### config.mk
export PLATFORM = sky130hd
export DESIGN_NAME = regfile_mp_flat
export DESIGN_NICKNAME = d
export VERILOG_FILES = /design/src/rtl/regfile_pkg.sv /design/src/rtl/regfile_if.sv /design/src/rtl/regfile_rd_port.sv /design/src/rtl/regfile_mp.sv /design/src/flat_wrapper.sv
export SDC_FILE = /design/constraint.sdc
export NUM_CORES = 2
export LEC_CHECK = 0
export ABC_AREA = 0
export BUFFER_PORTS_ARGS = -buffer_cell sky130_fd_sc_hd__buf_2
export CORE_ASPECT_RATIO = 0.75
export CORE_MARGIN = 3
export CORE_UTILIZATION = 60
export CTS_CLUSTER_DIAMETER = 40
export DETAILED_ROUTE_END_ITERATION = 10
export GPL_TIMING_DRIVEN = 0
export PLACE_DENSITY_LB_ADDON = 0.25
export SYNTH_ARGS = -nofsm -noshare
export SYNTH_HDL_FRONTEND = slang
export SYNTH_SLANG_ARGS = --single-unit
### constraint.sdc
create_clock -name clk -period 42.5 [get_ports clk]
set_input_delay 6.375 -clock clk [delete_from_list [all_inputs] [get_ports clk]]
set_output_delay 6.375 -clock clk [all_outputs]
set_load 0.1 [all_outputs]
### src/rtl/regfile_pkg.sv
// Shared helpers for the multi-port register file: address-width helper and the hardwired-zero index.
package regfile_pkg;

  function automatic int addr_w(input int n);
    return (n > 1) ? $clog2(n) : 1;
  endfunction

  localparam int REG_ZERO = 0;

endpackage

### src/rtl/regfile_if.sv
// Decode/writeback-facing bundle of the register file: read ports, write ports, reserve and busy vector.
interface regfile_if #(
  parameter int XLEN   = 32,
  parameter int NREGS  = 32,
  parameter int NUM_RD = 2,
  parameter int NUM_WR = 1
);
  import regfile_pkg::*;
  localparam int AW = addr_w(NREGS);

  logic [NUM_RD-1:0]      rd_en;
  logic [NUM_RD*AW-1:0]   rd_addr;
  logic [NUM_RD*XLEN-1:0] rd_data;
  logic [NUM_RD-1:0]      rd_busy;
  logic [NUM_WR-1:0]      wr_en;
  logic [NUM_WR*AW-1:0]   wr_addr;
  logic [NUM_WR*XLEN-1:0] wr_data;
  logic                   rsv_en;
  logic [AW-1:0]          rsv_addr;
  logic [NREGS-1:0]       busy_vec;

  modport master (
    output rd_en, rd_addr, wr_en, wr_addr, wr_data, rsv_en, rsv_addr,
    input  rd_data, rd_busy, busy_vec
  );

  modport slave (
    input  rd_en, rd_addr, wr_en, wr_addr, wr_data, rsv_en, rsv_addr,
    output rd_data, rd_busy, busy_vec
  );
endinterface

### src/rtl/regfile_rd_port.sv
// One registered read port: selects array data, same-cycle write data or zero, plus next-state busy.
// Latency: 1 cycle from rd_en to rd_data/rd_busy; outputs hold while rd_en is low.
// Backpressure: none; reads are never stalled by writes.
module regfile_rd_port
  import regfile_pkg::*;
#(
  parameter int XLEN      = 32,
  parameter int NREGS     = 32,
  parameter int NUM_WR    = 1,
  parameter int ZERO_REG0 = 1,
  parameter int BYPASS    = 1,
  parameter int AW        = addr_w(NREGS)
) (
  input  logic                   clk,
  input  logic                   rst,
  input  logic                   rd_en,
  input  logic [AW-1:0]          rd_addr,
  input  logic [NREGS*XLEN-1:0]  regs_flat,
  input  logic [NREGS-1:0]       busy_nxt,
  input  logic [NUM_WR-1:0]      wr_en,
  input  logic [NUM_WR*AW-1:0]   wr_addr,
  input  logic [NUM_WR*XLEN-1:0] wr_data,
  output logic [XLEN-1:0]        rd_data,
  output logic                   rd_busy
);

  logic [XLEN-1:0] data_sel;
  logic            busy_sel;

  always_comb begin
    data_sel = regs_flat[rd_addr*XLEN +: XLEN];
    busy_sel = busy_nxt[rd_addr];
    // Ascending scan so the highest-numbered matching write port wins, as in the array.
    if (BYPASS != 0) begin
      for (int j = 0; j < NUM_WR; j++) begin
        if (wr_en[j] && wr_addr[j*AW +: AW] == rd_addr) begin
          data_sel = wr_data[j*XLEN +: XLEN];
        end
      end
    end
    if (ZERO_REG0 != 0 && rd_addr == AW'(REG_ZERO)) begin
      data_sel = '0;
      busy_sel = 1'b0;
    end
  end

  always_ff @(posedge clk or posedge rst) begin
    if (rst) begin
      rd_data <= '0;
      rd_busy <= 1'b0;
    end else if (rd_en) begin
      rd_data <= data_sel;
      rd_busy <= busy_sel;
    end
  end

endmodule

### src/rtl/regfile_mp.sv
// Multi-port integer register file with busy scoreboard (decode reserves, writeback clears).
// Latency: writes and reserves take effect at the edge; reads return post-edge state 1 cycle after rd_en.
// Backpressure: none; all ports accept every cycle.
module regfile_mp
  import regfile_pkg::*;
#(
  parameter int XLEN      = 32,
  parameter int NREGS     = 32,
  parameter int NUM_RD    = 2,
  parameter int NUM_WR    = 1,
  parameter int ZERO_REG0 = 1,
  parameter int BYPASS    = 1
) (
  input  logic      clk,
  input  logic      rst,
  regfile_if.slave  bus
);

  localparam int AW = addr_w(NREGS);

  logic [XLEN-1:0]       regs [NREGS];
  logic [NREGS*XLEN-1:0] regs_flat;
  logic [NREGS-1:0]      busy_q;
  logic [NREGS-1:0]      busy_nxt;

  // Later write ports overwrite earlier ones within the same edge.
  always_ff @(posedge clk or posedge rst) begin
    if (rst) begin
      for (int r = 0; r < NREGS; r++) begin
        regs[r] <= '0;
      end
    end else begin
      for (int j = 0; j < NUM_WR; j++) begin
        if (bus.wr_en[j] &&
            !(ZERO_REG0 != 0 && bus.wr_addr[j*AW +: AW] == AW'(REG_ZERO))) begin
          regs[bus.wr_addr[j*AW +: AW]] <= bus.wr_data[j*XLEN +: XLEN];
        end
      end
    end
  end

  for (genvar r = 0; r < NREGS; r++) begin : g_flat
    assign regs_flat[r*XLEN +: XLEN] = regs[r];
  end

  // Reserve applied after write-clears so a new producer keeps the register busy.
  always_comb begin
    busy_nxt = busy_q;
    for (int j = 0; j < NUM_WR; j++) begin
      if (bus.wr_en[j]) begin
        busy_nxt[bus.wr_addr[j*AW +: AW]] = 1'b0;
      end
    end
    if (bus.rsv_en) begin
      busy_nxt[bus.rsv_addr] = 1'b1;
    end
    if (ZERO_REG0 != 0) begin
      busy_nxt[REG_ZERO] = 1'b0;
    end
  end

  always_ff @(posedge clk or posedge rst) begin
    if (rst) begin
      busy_q <= '0;
    end else begin
      busy_q <= busy_nxt;
    end
  end

  assign bus.busy_vec = busy_q;

  for (genvar i = 0; i < NUM_RD; i++) begin : g_rd
    regfile_rd_port #(
      .XLEN      (XLEN),
      .NREGS     (NREGS),
      .NUM_WR    (NUM_WR),
      .ZERO_REG0 (ZERO_REG0),
      .BYPASS    (BYPASS),
      .AW        (AW)
    ) u_rd (
      .clk       (clk),
      .rst       (rst),
      .rd_en     (bus.rd_en[i]),
      .rd_addr   (bus.rd_addr[i*AW +: AW]),
      .regs_flat (regs_flat),
      .busy_nxt  (busy_nxt),
      .wr_en     (bus.wr_en),
      .wr_addr   (bus.wr_addr),
      .wr_data   (bus.wr_data),
      .rd_data   (bus.rd_data[i*XLEN +: XLEN]),
      .rd_busy   (bus.rd_busy[i])
    );
  end

endmodule

### src/flat_wrapper.sv
// flat-port wrapper written by rule: the top's interface ports become plain ports
module regfile_mp_flat import regfile_pkg::*;
#(
  parameter int XLEN      = 32,
  parameter int NREGS     = 32,
  parameter int NUM_RD    = 2,
  parameter int NUM_WR    = 1,
  parameter int ZERO_REG0 = 1,
  parameter int BYPASS    = 1
)
  (clk, rst, bus_rd_en, bus_rd_addr, bus_wr_en, bus_wr_addr, bus_wr_data, bus_rsv_en, bus_rsv_addr, bus_rd_data, bus_rd_busy, bus_busy_vec);
  regfile_if #(.XLEN(XLEN), .NREGS(NREGS), .NUM_RD(NUM_RD), .NUM_WR(NUM_WR)) bus_i ();
  input  logic clk;
  input  logic rst;
  input wire logic [$bits(bus_i.rd_en)-1:0] bus_rd_en;
  input wire logic [$bits(bus_i.rd_addr)-1:0] bus_rd_addr;
  input wire logic [$bits(bus_i.wr_en)-1:0] bus_wr_en;
  input wire logic [$bits(bus_i.wr_addr)-1:0] bus_wr_addr;
  input wire logic [$bits(bus_i.wr_data)-1:0] bus_wr_data;
  input wire logic [$bits(bus_i.rsv_en)-1:0] bus_rsv_en;
  input wire logic [$bits(bus_i.rsv_addr)-1:0] bus_rsv_addr;
  output wire logic [$bits(bus_i.rd_data)-1:0] bus_rd_data;
  output wire logic [$bits(bus_i.rd_busy)-1:0] bus_rd_busy;
  output wire logic [$bits(bus_i.busy_vec)-1:0] bus_busy_vec;
  assign bus_i.rd_en = bus_rd_en;
  assign bus_i.rd_addr = bus_rd_addr;
  assign bus_i.wr_en = bus_wr_en;
  assign bus_i.wr_addr = bus_wr_addr;
  assign bus_i.wr_data = bus_wr_data;
  assign bus_i.rsv_en = bus_rsv_en;
  assign bus_i.rsv_addr = bus_rsv_addr;
  assign bus_rd_data = bus_i.rd_data;
  assign bus_rd_busy = bus_i.rd_busy;
  assign bus_busy_vec = bus_i.busy_vec;
  regfile_mp #(.XLEN(XLEN), .NREGS(NREGS), .NUM_RD(NUM_RD), .NUM_WR(NUM_WR), .ZERO_REG0(ZERO_REG0), .BYPASS(BYPASS)) u_core (.clk(clk), .rst(rst), .bus(bus_i));
endmodule
* Yosys cells after proc, flatten, opt, wreduce, memory -nomap -nowiden *
Index checks and enable logic that the tools add are counted.

cells by class
  equal/unequal tests = 2
  shifts and indexed selects = 2
  bitwise operators = 4
  reductions and logical operators = 10
  multiplexer cells = 19
  order comparisons = 8

operators by type and width
  operator                                                            count
  variable part select 1024 x 11 -> 32 bit                            2
  bitwise mux 1024 bit                                                1
  two-way mux 32 bit                                                  7
  demux 32 bit (select 5 bit)                                         1
  bitwise AND 32 bit                                                  1
  NOT 32 bit                                                          1
  OR 32 bit                                                           1
  less-than comparator 5 x 6 -> 1 bit (second input constant)         4
  zero test 5 bit                                                     3
  binary-select mux 1 bit (select 5 bit)                              2
  demux 1 bit (select 5 bit)                                          2
  == test 5 bit                                                       2
  greater-or-equal comparator 5 x 1 -> 1 bit (second input constant)  2
  greater-or-equal comparator 6 bit (second input constant)           1
  logical AND 1 bit                                                   6
  less-than comparator 6 x 1 -> 1 bit (second input constant)         1
  two-way mux 1 bit                                                   6
  NOT 5 -> 6 bit                                                      1
  zero test 1 bit                                                     1

storage, ports and cells
  bits of input ports = 58
  register bits = 1,121

* Longest topological paths before layout *
  depth in word-level cells = 12
  mapped depth = 12
  mapped depth without buffers = 7

* By module *
A second synthesis with hierarchy kept.

second synthesis, totals
  cells, all modules = 4,055
  area, all modules = 58,780.1 um^2

modules (own cells, without submodules)
  module           times used  area each (um^2)  sequential area each (um^2)  cells an instance
  regfile_mp       1           39,324.0          26,400.3                     2,399
  regfile_rd_port  2           9,728.1           825.8                        828

* Least setup slack after synthesis *
OpenSTA, ideal clock, no wires.

  kind = input-to-reg
  start point = input bus_rd_addr[6]
  end point = register u_core.g_rd[1].u_rd.rd_data[19]
  data arrival time = 8.383 ns
  slack = 33.995 ns
  data required time = 42.378 ns
  cell stages on the path = 8
  path through = buf_2 > buf_2 > buf_1 > mux4_2 > mux4_2 > and2_1 > a211o_1 > a22o_1

between the ends
  longest elaborated chain between the ends = 4
  elaborated cells between the ends (all ways) = 6
  classes of those cells = eq/ne (1); shift (1); mux (2); reduce/logical (2)

ends and longest elaborated chain
  what                                                                              RTL line               RTL
  start, declared                                                                   flat_wrapper.sv:16     input wire logic [$bits(bus_i.rd_addr)-1:0] bus_rd_addr;
  branches (longest 3 deep; another with variable part select 1024 x 11 -> 32 bit)  -
  two-way mux 32 bit *                                                              regfile_rd_port.sv:41  if (ZERO_REG0 != 0 && rd_addr == AW'(REG_ZERO)) begin
  end signal, assigned                                                              regfile_rd_port.sv:52  rd_data <= data_sel;
  end, declared                                                                     regfile_rd_port.sv:23  output logic [XLEN-1:0] rd_data,

Mark *: on every way between the ends.
A chain may end at the register's enable or synchronous reset.

* Final worst setup path *
  start point = input bus_wr_addr[4]
  end point = register u_core.g_rd[0].u_rd.rd_busy

between the ends
  longest elaborated chain between the ends = 12
  elaborated cells between the ends (all ways) = 13
  classes of those cells = order compare (2); mux (7); bitwise (3); reduce/logical (1)

ends and longest elaborated chain
  what                                                                                                                     RTL line               RTL
  start, declared                                                                                                          flat_wrapper.sv:18     input wire logic [$bits(bus_i.wr_addr)-1:0] bus_wr_addr;
  less-than comparator 5 x 6 -> 1 bit (not written as such) or greater-or-equal comparator 5 x 1 -> 1 bit (tied branches)  regfile_mp.sv:51       busy_nxt[bus.wr_addr[j*AW +: AW]] = 1'b0;
  logical AND 1 bit (not written as such)                                                                                  regfile_mp.sv:51
  two-way mux 1 bit (not written as such)                                                                                  regfile_mp.sv:51
  demux 1 bit (select 5 bit) *                                                                                             -
  NOT 32 bit (no source line) *                                                                                            -
  bitwise AND 32 bit (no source line) *                                                                                    -
  two-way mux 32 bit *                                                                                                     regfile_mp.sv:50       if (bus.wr_en[j]) begin
  OR 32 bit (no source line)                                                                                               -
  two-way mux 32 bit *                                                                                                     regfile_mp.sv:54       if (bus.rsv_en) begin
  via u_core.busy_nxt[28]                                                                                                  regfile_mp.sv:24       logic [NREGS-1:0] busy_nxt;
  binary-select mux 1 bit (select 5 bit) *                                                                                 regfile_rd_port.sv:32  busy_sel = busy_nxt[rd_addr];
  two-way mux 1 bit (not written as such) *                                                                                regfile_rd_port.sv:32
  two-way mux 1 bit *                                                                                                      regfile_rd_port.sv:41
  end signal, assigned                                                                                                     regfile_rd_port.sv:53  rd_busy <= busy_sel;
  end, declared                                                                                                            regfile_rd_port.sv:24  output logic rd_busy

Mark *: on every way through the listed nets, which the timed path passes. The rest lies on a longest branch. The select of a mux whose other input is x is not followed.

==> results by stage <==
Synthesis:
- By area, the combinational part of the netlist is dominated by multiplexers.
- The number of warnings reported in the yosys synthesis log is 0.
- The number of nets handed over by synthesis was 4277.
- The average cell area after synthesis is 14.2 sq um.
- Sorting the synthesized cells by area gives the leading types as sky130_fd_sc_hd__dfrtp_1, sky130_fd_sc_hd__mux2_2, sky130_fd_sc_hd__mux4_2.
- For this run, asynchronously set or reset flops after synthesis account for 1.00.
- Summing every instance area after synthesis gives 59800 sq um.
- The most frequently used flop master after synthesis is sky130_fd_sc_hd__dfrtp_1.
- The count of flip-flops with a built-in enable after synthesis is 0.
- The most common cell in the synthesized netlist is sky130_fd_sc_hd__dfrtp_1.
- The netlist uses 66 different library cells.
- The sequential cell area fraction in the yosys report is 0.469.
- Of the post-synthesis cell area, the dominant cell type holds 0.469.
- The largest total area in the synthesized netlist belongs to sky130_fd_sc_hd__dfrtp_1.
- The share of the synthesized area in compound gates (AO/OA/AOI/OAI) is 0.0610.
- Of the total synthesized cell area, the portion taken by AND, OR, NAND and NOR gates is 0.0293.
- Counting instances in the post-synthesis netlist gives the leading cell types as sky130_fd_sc_hd__dfrtp_1, sky130_fd_sc_hd__mux2_2, sky130_fd_sc_hd__mux4_2.
- After technology mapping, the gate count stands at 4219.
- Measured against the total synthesized area, the mux share comes to 0.401.
- Of the total synthesized cell area, the portion taken by XOR and XNOR cells is 0.00147.
- The synthesized design contains 1121 register bits.
- Of the total synthesized cell area, the portion taken by full adders, half adders and majority gates is 0.

Final layout:
- The number of nets at the end of the flow is 4576.
- At the end of the flow the core is filled with cells to 0.689.
- Summing all multi-input logic gate instances after layout gives 29500 sq um.
- The combined flip-flop and latch cell area is 28100 sq um.
- The growth of design area from synthesis to finish is 13.0%.
- The count of cells in the finished layout, fillers not included, comes to 5962.
- In the final layout, the share of cells above drive strength 1 is 0.423.
- The filler cell count in the final layout is 6766.

Floorplan:
- The die is 279 um tall.
- The width of the die is 370 um.
- The core footprint is 98000 sq um.
- The floorplan has 99 rows.
- The floorplan step defined a die boundary enclosing 103000 sq um.
- The effective utilization at floorplan is 0.610.
- The I/O pin total is 156.

STA:
- The number of setup violations in the final report is 0.
- Setup repair after global routing left no endpoint under its margin.
- The transition time of the tightest slew-check pin is 1.61 ns.
- The portion of the clock cycle consumed by the worst path in the final layout is 0.241.
- Static timing analysis puts the maximum clock frequency at 0.0976 GHz.
- The clock arrives with 0.0240 ns of skew.
- The routed design could run at a clock period as short as 10.25 ns.
- The number of max-slew violations in the final report is 22.
- The normalized max-slew margin is -0.0760.
- The final hold violation count is 0.

Critical path:
- The reg-to-reg critical path endpoint is u_core.g_rd[1].u_rd.rd_data[17].
- STA classifies the critical path endpoint as a flip-flop.
- For the worst flop-to-flop path, the logic depth is 6.
- The arrival time reported for the critical path endpoint is 10.87 ns.
- STA classifies the critical path startpoint as an input port.
- The origin of the critical flop-to-flop path is u_core.regs[1009].
- The register-to-register setup slack is 39.60 ns.
- The most critical setup path has its startpoint at bus_wr_addr[4].
- The critical path endpoint is u_core.g_rd[0].u_rd.rd_busy.
- Of all nets on the critical path, the largest fanout is 10.
- The worst setup path is of the in -> reg kind.
- The critical path required time is 43.12 ns.

Power:
- The static leakage power is 29.5 nW.
- The share of total power dissipated in the clock network is 0.363.
- Dividing total power by cell area gives a power density of 53.2 nW/um^2.
- The share of total power dissipated in sequential elements is 0.400.
- Of the total power, the share spent switching nets is 0.320.
- The peak ir drop on the vdd network is 0.0429 mV.
- The combinational share of power is 0.237.
- The net switching power is 1.15 mW.
- The total internal power is 2.44 mW.

Global routing:
- Entering global routing, the biggest net connects 133 pins.
- The total track usage is 0.429.
- The initial antenna violation count is 14.
- The leftover overflow at the end of global routing is 0.
- The number of global-route vias before repair is 43216.
- The first global-routing pass estimated 312000 um of wire.

Routing:
- The length of the first detailed-routing pass in iterations is 8.
- The remaining antenna violation count after routing is 0.
- The average detailed-routed wire length per instance is 37.2 um.
- The count of unresolved DRC violations after routing is 0.
- The detailed router finished its first iteration with 6720 violations.
- The per-cell via count in the routed design is 7.34.
- The total wirelength of the detailed-routed design is 222000 um.
- Detailed routing inserted a total of 43766 vias.

Run status:
- The checks that failed: capacitance limit, slew limit.
- The run finished, with violations left.

Clocking:
- TritonCTS built the clock tree.
- The number of levels in the clock H-tree is 4.
- The number of cells upsized or downsized after cts is 0.
- The clock-pin slew on the worst setup and hold paths is 0.05 ns.
- Once the clock tree was built, the setup fixing pass inserted 0 buffers.
- The clock passes through at most 3 buffers.
- The number of sinks on the clock net is 1121.
- The clock tree root driver cell is sky130_fd_sc_hd__clkbuf_16.
- The number of buffers added to fix hold violations after cts is 0.
- Clock tree synthesis inserted a total of 144 buffers.
- The clock latency of the later-clocked register in the worst-skew pair is 0.79 ns.

Hold path:
- The path class of the tightest hold or removal check is reg -> reg.

Place:
- The detailed-placement wirelength estimate is 162000 um.
- Routability-driven placement finished with a final weighted congestion of 1.04.
- The number of placed instances, taps included is 5684.
- The count of buffers added on input and output ports is 142.

Flow run:
- Max-cap violations in this run came to 2.
## cell families after synthesis
family                    after synthesis
buffers and inverters                 507
DFF                                  1121
muxes                                1717
AOI/OAI and AO/OA                     518
and+or+nand+nor                       345
xor gates and xnor gates               10
other                                   1
## through the flow
step	cell area, sq um	TNS [ns]	power, mW	hold slack [ns]	setup slack [ns]
floorplan	59800	0	2.01	0.449	4.56
global placement	62100	-8499.71	2.23	0.462	-7.72
detailed placement	62400	0	2.26	0.470	31.87
CTS	67500	0	3.55	0.481	32.66
global route	67500	0	3.68	0.496	32.38
finish	67500	0	3.59	0.476	32.25
## worst max-delay path, cell delays in order
cell,delay [ns]
sky130_fd_sc_hd__buf_2,0.23
sky130_fd_sc_hd__buf_2,0.28
sky130_fd_sc_hd__nand4_1,0.83
sky130_fd_sc_hd__nor3_4,1.16
sky130_fd_sc_hd__o22ai_1,0.32
sky130_fd_sc_hd__mux4_2,0.51
sky130_fd_sc_hd__mux2i_1,0.71
sky130_fd_sc_hd__mux2_2,0.33
sky130_fd_sc_hd__a31oi_1,0.10
## registers in the layout, indices dropped and copies added (netlist names)
signal / cells
u_core.regs: 1024
u_core.g_rd.u_rd.rd_data: 64
u_core.bus.busy_vec: 31
u_core.g_rd.u_rd.rd_busy: 2
## cell type report
cell class,instances,share of cell area
clock buffers,188,0.0613
inverters,34,0.00200
clock inverters,73,0.0137
repair buffers,153,0.0148
plain buffers,473,0.0315
diodes,16,0.000593
flip-flops and latches,1121,0.415
multi-input cells,2591,0.436
well taps,1313,0.0243
## layout by cell type, fill, tap and decap left out, types with 14 or more instances in the layout
| master | n |
|---|---|
| sky130_fd_sc_hd__inv_6 | 14 |
| sky130_fd_sc_hd__nand3_1 | 47 |
| sky130_fd_sc_hd__clkbuf_8 | 18 |
| sky130_fd_sc_hd__buf_1 | 53 |
| sky130_fd_sc_hd__clkbuf_1 | 338 |
| sky130_fd_sc_hd__a211oi_1 | 15 |
| sky130_fd_sc_hd__buf_2 | 182 |
| sky130_fd_sc_hd__diode_2 | 16 |
| sky130_fd_sc_hd__clkinv_2 | 18 |
| sky130_fd_sc_hd__o21ai_0 | 120 |
| sky130_fd_sc_hd__dfrtp_1 | 1121 |
| sky130_fd_sc_hd__buf_4 | 41 |
| sky130_fd_sc_hd__clkbuf_16 | 153 |
| sky130_fd_sc_hd__mux2_2 | 1012 |
| sky130_fd_sc_hd__a211o_1 | 18 |
| sky130_fd_sc_hd__bufinv_16 | 17 |
| sky130_fd_sc_hd__or2_0 | 27 |
| sky130_fd_sc_hd__nand2_1 | 98 |
| sky130_fd_sc_hd__buf_6 | 16 |
| sky130_fd_sc_hd__mux4_2 | 441 |
| sky130_fd_sc_hd__inv_1 | 29 |
| sky130_fd_sc_hd__o2bb2ai_1 | 49 |
| sky130_fd_sc_hd__a21oi_1 | 82 |
| sky130_fd_sc_hd__o32ai_1 | 16 |
| sky130_fd_sc_hd__a22oi_1 | 64 |
| sky130_fd_sc_hd__o2111ai_1 | 32 |
| sky130_fd_sc_hd__and2_1 | 32 |
| sky130_fd_sc_hd__a221oi_1 | 77 |
| sky130_fd_sc_hd__mux2i_1 | 264 |
| sky130_fd_sc_hd__nor2_1 | 71 |
## power by group through the flow
stage	sequential [mW]	combinational (mW)	clock [mW]
floorplan	1.52	0.496	0
global placement	1.43	0.801	0
detailed placement	1.44	0.823	0
CTS	1.42	0.828	1.30
global route	1.46	0.881	1.35
finish	1.44	0.852	1.30
## layer usage
metal  wire, um  global-route usage
met1      84400               0.587
met2      89100               0.564
met3      38100               0.240
met4       9790               0.169
met5        427              0.0238
## worst min-delay path by stage
stage | cells past startpoint | to | startpoint
4_1_cts | 1 | u_core.regs[1015] | u_core.regs[1015]
3_3_place_gp | 1 | u_core.regs[1021] | u_core.regs[1021]
2_1_floorplan | 1 | u_core.regs[1000] | u_core.regs[1000]
5_1_grt | 1 | u_core.regs[993] | u_core.regs[993]
6_report | 1 | u_core.regs[1015] | u_core.regs[1015]
3_5_place_dp | 1 | u_core.regs[995] | u_core.regs[995]
(Power assumes the default switching activity.)
